File: config.mk
export PLATFORM = sky130hd
export DESIGN_NAME = run_ctrl
export DESIGN_NICKNAME = d
export VERILOG_FILES = /design/src/rtl/run_ctrl.sv
export SDC_FILE = /design/constraint.sdc
export NUM_CORES = 1
export LEC_CHECK = 0
export CAP_MARGIN = 10
export CORE_MARGIN = 3
export CORE_UTILIZATION = 33
export DETAILED_ROUTE_END_ITERATION = 16
export PLACE_DENSITY = 0.6
export RECOVER_POWER = 25
export SKIP_CTS_REPAIR_TIMING = 1
export SYNTH_ARGS = -nofsm -noshare
export SYNTH_HDL_FRONTEND = slang
export SYNTH_SLANG_ARGS = --single-unit
File: constraint.sdc
create_clock -name clk -period 2.4 [get_ports clk]
set_clock_uncertainty 0.2 [all_clocks]
set_input_delay 0.36 -clock clk [delete_from_list [all_inputs] [get_ports clk]]
set_output_delay 0.36 -clock clk [all_outputs]
set_load 0.02 [all_outputs]
File: src/rtl/run_ctrl.sv
// run_ctrl: run/halt controller producing the SAP-2 core clock enable.
// Supports free-run, single-instruction step, host halt, NUM_BP address
// breakpoints and a per-run cycle timeout. The reason for the last stop is
// latched in halt_cause_o.
//
// Ports:
//   clk, reset            clock, async active-low reset
//   cmd_valid/cmd_ready   command handshake (ready tied high)
//   cmd_op                0 NOP 1 RUN 2 STEP 3 HALT 4 SET_BP 5 CLR
//   cmd_addr/bp_idx/bp_en breakpoint write payload for SET_BP
//   pc_i, instr_boundary_i, cpu_halt_i   core status
//   timeout_limit_i       max enabled cycles per RUN/STEP (0 = unlimited)
//   clk_en_o, halted_o    core enable / halted status
//   halt_cause_o          0 NONE 1 HLT 2 BREAK 3 STEP 4 TIMEOUT 5 USER
//   bp_hit_idx_o          lowest breakpoint slot matched at last BREAK
//   cycle_count_o         enabled cycles since last RUN/STEP accept
//   cmd_err_o             one-cycle pulse for an illegal command

// One breakpoint channel: enable + address, compared against the live PC.
module run_ctrl_bp #(
  parameter int ADDR_WIDTH = 8
) (
  input  logic                  clk,
  input  logic                  reset,
  input  logic                  wr,
  input  logic                  clr,
  input  logic                  en_in,
  input  logic [ADDR_WIDTH-1:0] addr_in,
  input  logic [ADDR_WIDTH-1:0] pc,
  output logic                  match
);
  logic                  en;
  logic [ADDR_WIDTH-1:0] addr;

  always_ff @(posedge clk or negedge reset) begin
    if (!reset) begin
      en   <= 1'b0;
      addr <= '0;
    end else if (wr) begin
      en   <= en_in;
      addr <= addr_in;
    end else if (clr) begin
      en   <= 1'b0;
    end
  end

  assign match = en && (addr == pc);
endmodule

module run_ctrl #(
  parameter int ADDR_WIDTH = 8,
  parameter int NUM_BP     = 4,
  parameter int CYC_WIDTH  = 16,
  localparam int IDX_W     = (NUM_BP > 1) ? $clog2(NUM_BP) : 1
) (
  input  logic                  clk,
  input  logic                  reset,
  input  logic                  cmd_valid,
  output logic                  cmd_ready,
  input  logic [2:0]            cmd_op,
  input  logic [ADDR_WIDTH-1:0] cmd_addr,
  input  logic [IDX_W-1:0]      cmd_bp_idx,
  input  logic                  cmd_bp_en,
  input  logic [ADDR_WIDTH-1:0] pc_i,
  input  logic                  instr_boundary_i,
  input  logic                  cpu_halt_i,
  input  logic [CYC_WIDTH-1:0]  timeout_limit_i,
  output logic                  clk_en_o,
  output logic                  halted_o,
  output logic [2:0]            halt_cause_o,
  output logic [IDX_W-1:0]      bp_hit_idx_o,
  output logic [CYC_WIDTH-1:0]  cycle_count_o,
  output logic                  cmd_err_o
);
  localparam logic [2:0] OP_NOP = 3'd0, OP_RUN = 3'd1, OP_STEP = 3'd2,
                         OP_HALT = 3'd3, OP_SET_BP = 3'd4, OP_CLR = 3'd5;
  localparam logic [2:0] C_NONE = 3'd0, C_HLT = 3'd1, C_BREAK = 3'd2,
                         C_STEP = 3'd3, C_TMO = 3'd4, C_USER = 3'd5;

  typedef enum logic [1:0] {S_HALTED, S_RUNNING, S_STEPPING} state_t;

  state_t state, state_nxt;
  logic   skip_bp;
  logic   active, halted, stop, go_ok, set_acc, clr_acc, err_nxt;
  logic   c_hlt, c_user, c_brk, c_step, c_tmo;
  logic   bp_any;
  logic [2:0]        stop_cause;
  logic [IDX_W-1:0]  bp_idx;
  logic [NUM_BP-1:0] bp_match, bp_wr;

  assign cmd_ready = 1'b1;
  assign halted    = (state == S_HALTED);
  assign active    = !halted;
  assign halted_o  = halted;
  assign set_acc   = halted && cmd_valid && (cmd_op == OP_SET_BP);
  assign clr_acc   = halted && cmd_valid && (cmd_op == OP_CLR);

  genvar k;
  generate
    for (k = 0; k < NUM_BP; k++) begin : g_bp
      assign bp_wr[k] = set_acc && (cmd_bp_idx == IDX_W'(k));
      run_ctrl_bp #(.ADDR_WIDTH(ADDR_WIDTH)) u_bp (
        .clk(clk), .reset(reset), .wr(bp_wr[k]), .clr(clr_acc),
        .en_in(cmd_bp_en), .addr_in(cmd_addr), .pc(pc_i), .match(bp_match[k])
      );
    end
  endgenerate

  // Lowest matching slot wins: scan high to low so lower k overwrites.
  always_comb begin
    bp_any = |bp_match;
    bp_idx = '0;
    for (int i = NUM_BP - 1; i >= 0; i--)
      if (bp_match[i]) bp_idx = IDX_W'(i);
  end

  // Stop is purely combinational so the gated edge never reaches the core.
  assign c_hlt  = active && cpu_halt_i;
  assign c_user = active && cmd_valid && (cmd_op == OP_HALT);
  assign c_brk  = active && instr_boundary_i && !skip_bp && bp_any;
  assign c_step = (state == S_STEPPING) && instr_boundary_i && !skip_bp;
  assign c_tmo  = active && (timeout_limit_i != '0) &&
                  (cycle_count_o == timeout_limit_i);
  assign stop   = c_hlt || c_user || c_brk || c_step || c_tmo;
  assign go_ok  = halted && cmd_valid && !cpu_halt_i &&
                  ((cmd_op == OP_RUN) || (cmd_op == OP_STEP));

  always_comb begin
    stop_cause = C_NONE;
    if      (c_hlt)  stop_cause = C_HLT;
    else if (c_user) stop_cause = C_USER;
    else if (c_brk)  stop_cause = C_BREAK;
    else if (c_step) stop_cause = C_STEP;
    else if (c_tmo)  stop_cause = C_TMO;
  end

  always_comb begin
    err_nxt = 1'b0;
    if (cmd_valid) begin
      case (cmd_op)
        OP_NOP, OP_HALT:    err_nxt = 1'b0;
        OP_RUN, OP_STEP:    err_nxt = active || cpu_halt_i;
        OP_SET_BP, OP_CLR:  err_nxt = active;
        default:            err_nxt = 1'b1;
      endcase
    end
  end

  // FSM: next state and clock enable.
  always_comb begin
    state_nxt = state;
    clk_en_o  = 1'b0;
    case (state)
      S_HALTED: begin
        if (go_ok) state_nxt = (cmd_op == OP_RUN) ? S_RUNNING : S_STEPPING;
      end
      S_RUNNING, S_STEPPING: begin
        clk_en_o = !stop;
        if (stop) state_nxt = S_HALTED;
      end
      default: state_nxt = S_HALTED;
    endcase
  end

  always_ff @(posedge clk or negedge reset) begin
    if (!reset) state <= S_HALTED;
    else        state <= state_nxt;
  end

  always_ff @(posedge clk or negedge reset) begin
    if (!reset) begin
      halt_cause_o  <= C_NONE;
      bp_hit_idx_o  <= '0;
      cycle_count_o <= '0;
      cmd_err_o     <= 1'b0;
      skip_bp       <= 1'b0;
    end else begin
      cmd_err_o <= err_nxt;
      if (go_ok) begin
        cycle_count_o <= '0;
        halt_cause_o  <= C_NONE;
        skip_bp       <= 1'b1;
      end else if (clr_acc) begin
        halt_cause_o <= C_NONE;
      end else if (active && stop) begin
        halt_cause_o <= stop_cause;
        if (stop_cause == C_BREAK) bp_hit_idx_o <= bp_idx;
      end
      if (clk_en_o) begin
        if (cycle_count_o != '1) cycle_count_o <= cycle_count_o + 1'b1;
        if (instr_boundary_i)    skip_bp <= 1'b0;
      end
    end
  end
endmodule

* After elaboration in Yosys (flattened, before gate mapping)
Cells that the tools add are included.
** Word-level totals
- Flip-flop bits (word level) :: 61
- Input port bits :: 43
- Output and inout bits :: 25
- Word-level logic and storage cells :: 116
** Cells by class
- Add/subtract/negate cells :: 1
- Eq/ne operators :: 19
- Mux-type cells :: 30
- Bitwise operators :: 2
- Reductions and logical operators :: 50
** Operators with widths (number)
- two-way mux 16 bit :: 3
- == test 8 bit :: 4
- logical AND 1 bit :: 24
- two-way mux 3 bit :: 8
- adder 16 x 1 -> 16 bit (second input constant) :: 1
- == test 16 bit :: 1
- inequality test 16 bit (second input constant) :: 1
- nonzero test 16 bit :: 1
- two-way mux 2 bit :: 7
- two-way mux 1 bit :: 10
- == test 3 x 2 -> 1 bit (second input constant) :: 3
- nonzero test 2 bit :: 4
- OR reduction 2 bit :: 4
- == test 2 bit (second input constant) :: 3
- == test 3 bit (second input constant) :: 2
- logical OR 1 bit :: 6
- == test 2 x 1 -> 1 bit (second input constant) :: 2
- zero test 1 bit :: 4
- zero test 2 bit :: 2
- case mux 2 bit (2 select lines) :: 1
- AND reduction 4 bit :: 1
- OR reduction 4 bit :: 1
- == test 3 x 1 -> 1 bit (second input constant) :: 1
- zero test 3 bit :: 1
- other kinds (6) :: 7

* Depth between registers and ports, before layout
Gate-level depths: netlist (run 1).
- Depth after elaboration :: 12
- Depth in mapped cells :: 12
- Mapped depth without buffers :: 9

* By module
Synthesis (run 1) repeated with hierarchy kept, for this count alone.
** Second synthesis, totals
- Cell total of the unflattened synthesis :: 347
- Area, all modules :: 3724.8 um2
** Modules (own cells, without submodules)
- run_ctrl_bp :: times used 4, cells an instance 33, area each 466.7 um2
- run_ctrl :: times used 1, cells an instance 215, area each 1858.0 um2

* Worst setup path before layout (run 1)
OpenSTA, ideal clock, no wires.
- Kind :: reg-to-reg
- Start point :: register state[0]
- End point :: register cycle_count_o[11]
- Setup time :: 126 ps
- Data arrival time :: 2185 ps
- Path slack :: -111 ps
- Cell stages (with the launch flop) :: 11
- Cells stage by stage :: dfrtp_1 > inv_1 > ha_1 > clkbuf_1 > inv_1 > o21ai_1 > and3_1 > o211a_1 > and2_4 > nor2_4 > a221o_1
** Between the ends
- Cells in the longest elaborated chain, start to end :: 11
- Elaborated cells between the ends (all ways) :: 27
- Classes of those cells :: eq/ne: 2; mux: 4; reduce/logical: 21
** Ends and longest elaborated chain
- from (decl) :: line 82 : state_t state, state_nxt;
- from (signal assigned) :: line 167 : else state <= state_nxt;
- zero test 2 bit (*) :: line 92 : assign halted = (state == S_HALTED);
- net halted_o :: line 69 : output logic halted_o,
- zero test 1 bit :: line 93 : assign active = !halted;
- logical AND 1 bit, on equally long branches (2 in series) :: line 119, 120
- logical OR 1 bit / logical AND 1 bit (equally long branches) :: line 124, 120
- logical OR 1 bit (3 in series) :: line 124 : assign stop = c_hlt || c_user || c_brk || c_step || c_tmo;
- zero test 1 bit :: line 158 : clk_en_o = !stop;
- two-way mux 1 bit :: line 153 : case (state)
- two-way mux 16 bit (*) :: line 189 : if (clk_en_o) begin
- to (signal assigned) :: line 190 : if (cycle_count_o != '1) cycle_count_o <= cycle_count_o + 1'b1;
- to (decl) :: line 72 : output logic [CYC_WIDTH-1:0] cycle_count_o,
Mark *: on every way through the listed nets, which the timed path passes. The rest lies on a longest branch.
A chain may end at the register's enable or synchronous reset.

* Worst setup path after layout (run 1)
- Start point :: input timeout_limit_i[11]
- End point :: output clk_en_o
** Between the ends
- Cells in the longest elaborated chain, start to end :: 6
- Elaborated cells between the ends (all ways) :: 7
- Classes of those cells :: eq/ne: 1; mux: 1; reduce/logical: 5
** Ends and longest elaborated chain
- from (decl) :: line 67 : input logic [CYC_WIDTH-1:0] timeout_limit_i,
- nonzero test 16 bit :: line 122 : assign c_tmo = active && (timeout_limit_i != '0) &&
- logical AND 1 bit :: line 122
- logical AND 1 bit (*) :: line 122
- logical OR 1 bit (*) :: line 124
- zero test 1 bit (*) :: line 158
- two-way mux 1 bit (*) :: line 153
- to (decl) :: line 68 : output logic clk_en_o,
Mark *: on every way between the ends. The rest lies on a longest branch, timed or not.

==> summary.md, run 1 <==
| Metric | Value |
|---|---|
| Status | `finished, violations left` |
| Failing checks | `setup timing` |
| Die Width | `111.4 µm` |
| RSZ-0062 raised after global routing | `true` |
| Synth warn | `0` |
| Hold Path Depth | `1` |
| Tot GR Track Use | `16.02%` |
| Pre-antenna DRT Iters | `4` |
| Hold Path End | `bp_hit_idx_o[1]` |
| Worst Path Required | `1840 ps` |
| Reg-to-reg critical path startpoint | `cycle_count_o[0]` |
| Final hold violation count | `0` |
| DRT iter0 DRCs | `137` |
| Initial antenna violation count | `0` |
| Clock buffers created by TritonCTS | `9` |
| Share of cells above drive strength 1 | `36.08%` |
| Antenna cell count | `0` |
| DRC | `0` |
| Area delta synth->final | `52.00%` |
| GPL Wtd Cong | `0.9061` |
| DP HPWL | `7784 µm` |
| Clock sinks | `61` |
| Syn_nets | `404` |
| Commonest cells in the netlist | `dfrtp_1, mux2_2, xnor2_1` |
| Mapped Cells | `358` |
| Max_cap viols | `0` |
| Antenna viol nets, final | `0` |
| Max Fanout on Critical Path | `2` |
| Max VDD drop | `395.4 µV` |
| First-pass GRT wire length | `16080 µm` |
| Crit path DAT | `between 2000 and 2500 ps` |
| Insertion delay to the later sink of the worst-skew pair | `340 ps` |
| FF+latch count, synth | `61` |
| Worst reg2reg path depth | `9` |
| Worst Hold Class | `reg -> reg` |
| Overflow after GRT | `0` |
| CP startpoint kind | `input pin` |
| Hold_sp | `bp_hit_idx_o[1]` |
| Leakage | `about 2.5 nW` |
| Final worst slack | `-270.1 ps` |
| Average wire per standard cell | `16.18 µm` |
| Slowest-stage cell, CP | `clkdlybuf4s50_1` |
| Initial core utilization | `a little over a third` |
| Core Footprint | `around 0.011 mm²` |
| Worst Setup End Kind | `output pin` |
| Most instantiated library cell after synthesis | `dfrtp_1` |
| Detail-routed via count per cell | `5.139` |
| Bufs on Longest Clock Path | `2` |
| Ports | `68` |
| Vias in the first global route | `3212` |
| Clk slew on worst S/H paths | `60 ps` |
| Post-synth top area cell | `dfrtp_1` |
| R2r endpoint | `cycle_count_o[12]` |
| Routed vias | `3320` |
| Final net count | `551` |
| Max-slew headroom | `roughly 45%` |
| Synth top area share | `41.65%` |
| Clock root cell | `clkbuf_8` |
| Crit Path Category | `in -> out` |
| Worst Tran Pin Value | `825.5 ps` |
| Hold_ws | `roughly 320 ps` |
| Largest net degree at the start of global routing | `33` |
| Synth Area per Inst | `10.24 µm²` |
| H-tree depth | `3` |
| Largest cells by area after synthesis | `dfrtp_1, mux2_2, xnor2_1, xor2_1, nand3_1` |
| Minimum clock period after layout | `2670 ps` |
| Synth Cell Area | `0.003665 mm²` |
| Fmax | `0.3745 GHz` |
| Total Wirelength | `10450 µm` |
| PwrDens | `832.1 mW/mm²` |
| Max stage delay on crit path | `450 ps` |
| Pre-CTS setup slack | `-865.9 ps` |
| CTS tree | `built` |
| FP Rows | `37` |
| Post-synth cell types | `49` |
| Ys async rst share | `100.0%` |
| Post-synthesis sequential area ratio | `41.65%` |
| Die H | `~110 µm` |
| Final Cycle Share | `111.3%` |
| CP cell instances | `clkdlybuf4s50_1 > xor2_1 > nor4_1 > nand4_1 > or2_4 > and3_4 > buf_4` |
| Post-synth EDFFs | `0` |
| R2r setup slk | `-140 ps` |
| Power, Total | `4.635 mW` |
| # port buffers | `between 60 and 70` |
| Die area | `0.01241 mm²` |
| Max-slew violation count | `0` |
| Final setup viols | `13` |
| Top_reg_cell synth | `dfrtp_1` |
[flip-flops by register name (all words and copies together), names as in the netlist]
| register | flops |
|---|---|
| g_bp.u_bp.addr | 32 |
| cycle_count_o | 16 |
| g_bp.u_bp.en | 4 |
| halt_cause_o | 3 |
| bp_hit_idx_o | 2 |
| state | 2 |
| cmd_err_o | 1 |
| skip_bp | 1 |
[through the flow]
| stage | setup TNS (ps) | instances | area, µm² | utilization, % |
|---|---|---|---|---|
| 2_1_floorplan | 0 | 358 | 3680 | - |
| 3_3_place_gp | -15330 | 619 | 4974 | 47.12 |
| 3_5_place_dp | -16570 | 619 | 4974 | 47.12 |
| 4_1_cts | -5011 | 635 | 5199 | 49.25 |
| 5_1_grt | -2572 | 646 | 5570 | 52.77 |
| 6_report | -1087 | 646 | 5570 | 52.77 |
[routing by layer]
metal | wire [µm] | vias to the layer above | global-route usage (%)
met5 | 0 | - | 0
met1 | 4539 | 1625 | 20.62
met3 | 437 | 17 | 2.826
met2 | 5296 | 88 | 27.22
li1 | - | 1590 | -
met4 | 176 | 0 | 5.515
[worst max-delay path, delay by kind of cell]
| kind | cells | cell delay, ps |
|---|---|---|
| xor+xnor | 1 | 180 |
| buf+inv | 2 | 600 |
| simple gates | 4 | 970 |
[layout make-up]
type | instances | area [µm²]
Fill cell | 951 | 4985
Multi-Input combinational cell | 274 | 2213
Sequential cell | 61 | 1528
Timing Repair Buffer | 152 | 1408
Tap cell | 136 | 170.2
Clock buffer | 12 | 155.1
Clock inverter | 4 | 70.07
Inverter | 7 | 26.28
[how the worst max path moves through the flow]
stage                   startpoint  endpoint  depth (start not counted)
6_report       timeout_limit_i[11]  clk_en_o                          7
5_1_grt         timeout_limit_i[9]  clk_en_o                          7
4_1_cts                    pc_i[7]  clk_en_o                          7
3_5_place_dp               pc_i[7]  clk_en_o                          7
3_3_place_gp               pc_i[1]  clk_en_o                          7
2_1_floorplan              pc_i[6]  state[1]                          8
[placed cells by master (no fill, tap or decap), drive strengths merged, types with 9 or more instances in the layout]
| master | instances |
|---|---|
| and3 | 12 |
| buf | 83 |
| clkbuf | 16 |
| clkdlybuf4s50 | 52 |
| dfrtp | 61 |
| dlymetal6s2s | 12 |
| mux2 | 33 |
| nand2 | 25 |
| nand3 | 27 |
| nand4 | 12 |
| nor2 | 16 |
| nor3 | 9 |
| nor4 | 10 |
| o21ai | 15 |
| xnor2 | 34 |
| xor2 | 18 |
[logic make-up (layout without fill, tap and decap cells)]
group | Yosys count | in the layout | share of synthesized area [%]
AOI/OAI and AO/OA | 44 | 44 | 7.990
xor gates and xnor gates | 52 | 52 | 13.66
adders and majority gates | 3 | 3 | 1.024
and+or+nand+nor | 141 | 141 | 21.41
DFF | 61 | 61 | 41.65
buffers and inverters | 23 | 175 | 4.029
muxes | 33 | 33 | 10.14
other | 1 | 1 | 0.1023
[report_power, final]
group | total (mW) | internal, mW | switching, mW
clock network | 1.05 | 0.639 | 0.410
logic | 2.10 | 1.18 | 0.923
registers | 1.49 | 1.28 | 0.208
No activity file was read; power rests on OpenSTA's default activity.
==> run 2: changes to the inputs <==
--- a/config.mk
+++ b/config.mk
@@ -9,7 +9,7 @@
 export CORE_MARGIN = 3
 export CORE_UTILIZATION = 33
 export DETAILED_ROUTE_END_ITERATION = 16
-export PLACE_DENSITY = 0.6
+export PLACE_DENSITY = 0.58
 export RECOVER_POWER = 25
 export SKIP_CTS_REPAIR_TIMING = 1
 export SYNTH_ARGS = -nofsm -noshare
==> constraint.sdc (replaced) <==
create_clock -name clk -period 2.7 [get_ports clk]
set_clock_uncertainty 0.2 [all_clocks]
set_input_delay 0.405 -clock clk [delete_from_list [all_inputs] [get_ports clk]]
set_output_delay 0.405 -clock clk [all_outputs]
set_load 0.02 [all_outputs]
==> run 2 against run 1 <==
Effect of this change:
- the run ends with capacitance limit, slew limit left
- largest power group unchanged
- sequential share of layout area rose by 2.0 points
- via count shrank 5.0%
- highest routed layer unchanged
- count of clock-buffer cells in the layout is the same
- final cell count fell by 3.6%
- sequential cell count did not move
- sequential power decreased by 11%
- register-to-register slack improved by 280 ps
- critical path depth is the same
- die area did not move
- worst setup slack gained 310 ps
- largest cell class unchanged
==> summary.md, run 2 (same netlist as run 1, synthesis figures left out) <==
| Metric | Value |
|---|---|
| Worst Tran Pin Value | `1724 ps` |
| Share of cells above drive strength 1 | `approximately 28%` |
| DP HPWL | `about 7400 µm` |
| Core Footprint | `around 0.011 mm²` |
| Routed vias | `roughly 3.2k` |
| First-pass GRT wire length | `approximately 16000 µm` |
| PwrDens | `between 700 and 800 mW/mm²` |
| Insertion delay to the later sink of the worst-skew pair | `340 ps` |
| WP buf/inv | `2` |
| Total negative slack | `0 ps` |
| Largest net degree at the start of global routing | `34` |
| Crit Path Category | `in -> out` |
| Average wire per standard cell | `15.52 µm` |
| Initial core utilization | `a little over a third` |
| Area after DPL | `slightly below 0.005 mm²` |
| Final setup viols | `0` |
| Tot GR Track Use | `15.72%` |
| Clock buffers created by TritonCTS | `9` |
| Max-slew violation count | `29` |
| Most frequent cells in the layout | `dfrtp_1, buf_4, clkdlybuf4s50_1` |
| CP startpoint kind | `input pin` |
| Clock root cell | `clkbuf_8` |
| Die Width | `111.4 µm` |
| RSZ-0062 raised after global routing | `true` |
| Antenna viol nets, final | `0` |
| Max stage delay on crit path | `roughly 470 ps` |
| Top reg by flops | `g_bp.u_bp.addr` |
| Worst Path Required | `around 2100 ps` |
| Total Wirelength | `9670 µm` |
| Clock sinks | `61` |
| Slowest-stage cell, CP | `clkdlybuf4s50_1` |
| Fmax | `0.3765 GHz` |
| Max_cap viols | `1` |
| Minimum clock period after layout | `2656 ps` |
| Status | `finished, violations left` |
| Delay-heaviest family, CP | `simple AND/OR/NAND/NOR gates` |
| Cells after DPL | `604` |
| Final hold violation count | `0` |
| H-tree depth | `3` |
| Max Fanout on Critical Path | `2` |
| GPL Wtd Cong | `~0.90` |
| CTS tree | `built` |
| Worst Hold Class | `reg -> reg` |
| Overflow after GRT | `0` |
| Number of flip-flops in the largest register | `32` |
| Hold_ws | `slightly below 300 ps` |
| Die area | `0.01241 mm²` |
| Die H | `between 100 and 150 µm` |
| Fillcell total | `1007` |
| Detail-routed via count per cell | `5.061` |
| DRT iter0 DRCs | `118` |
| CP cell instances | `clkdlybuf4s50_1 > xor2_1 > nor4_2 > nand3_1 > or2_4 > and3_4 > buf_6` |
| Crit path DAT | `2050 ps` |
| Fin cells | `623` |
| DRC | `0` |
| Clk slew on worst S/H paths | `60 ps` |
| Top flop regs | `g_bp.u_bp.addr (32), cycle_count_o (16), g_bp.u_bp.en (4)` |
| Design Area, Final | `0.005189 mm²` |
| Commonest non-fill, non-tap cell in the layout | `dfrtp_1` |
| Area delta synth->final | `41.58%` |
| Initial antenna violation count | `0` |
| Vias in the first global route | `between 3k and 4k` |
| Worst Setup End Kind | `output pin` |
| Bufs on Longest Clock Path | `2` |
| Failing checks | `capacitance limit, slew limit` |
| FP Rows | `37` |
| Final net count | `roughly 530` |
| Final Util | `49.16%` |
| Final Cycle Share | `98.38%` |
| Ports | `68` |
| Max VDD drop | `419.2 µV` |
| Pre-antenna DRT Iters | `4` |
| Leakage | `~2.4 nW` |
| # port buffers | `66` |
| Max-slew headroom | `-14.91%` |
| Antenna cell count | `0` |
==> run 2: power breakdown <==
group | internal, mW | switching (mW) | leakage [nW]
Sequential | 1.14 | 0.189 | 0.811
Combinational | 0.854 | 0.712 | 1.51
Clock | 0.379 | 0.365 | 0.0921
Total | 2.37 | 1.27 | 2.41
==> run 2: stage by stage <==
stage               power [mW]  setup slack, ps
finish                   3.637            43.67
global route             3.863           -40.97
CTS                      3.602           -664.4
detailed placement       2.847           -659.0
global placement         2.828           -649.9
floorplan                2.167            188.9
==> run 2: cell type report <==
class	count	area (µm²)	area share, %
Clock buffer	12	155.1	2.990
Clock inverter	4	22.52	0.4340
Inverter	7	26.28	0.5064
Multi-Input combinational cell	274	2082	40.13
Sequential cell	61	1526	29.42
Tap cell	136	170.2	3.279
Timing Repair Buffer	129	1206	23.25
==> run 2: path summary, 6_finish.rpt <==
path                            slack, ps            startpoint  cells past startpoint                   end
worst max-delay path                   40    timeout_limit_i[8]                      7              clk_en_o
worst min-delay path                  290       bp_hit_idx_o[1]                      1       bp_hit_idx_o[1]
worst max register to register        140  g_bp[2].u_bp.addr[6]                      9     cycle_count_o[14]
worst min register to register        290       bp_hit_idx_o[1]                      1       bp_hit_idx_o[1]
max in group asynchronous             430                 reset                      2  g_bp[2].u_bp.addr[6]
min in group asynchronous             860                 reset                      2     cycle_count_o[13]
==> run 2: routing by layer <==
layer  vias to the layer above  share of wire (%)  global-route usage [%]  wire [µm]
met5                         -                  0                       0          0
met4                         0                1.4                   4.947        136
met1                      1509                 45                   20.44       4321
met3                        13                4.5                   3.098        435
li1                       1548                  -                       -          -
met2                        83                 49                   26.46       4776
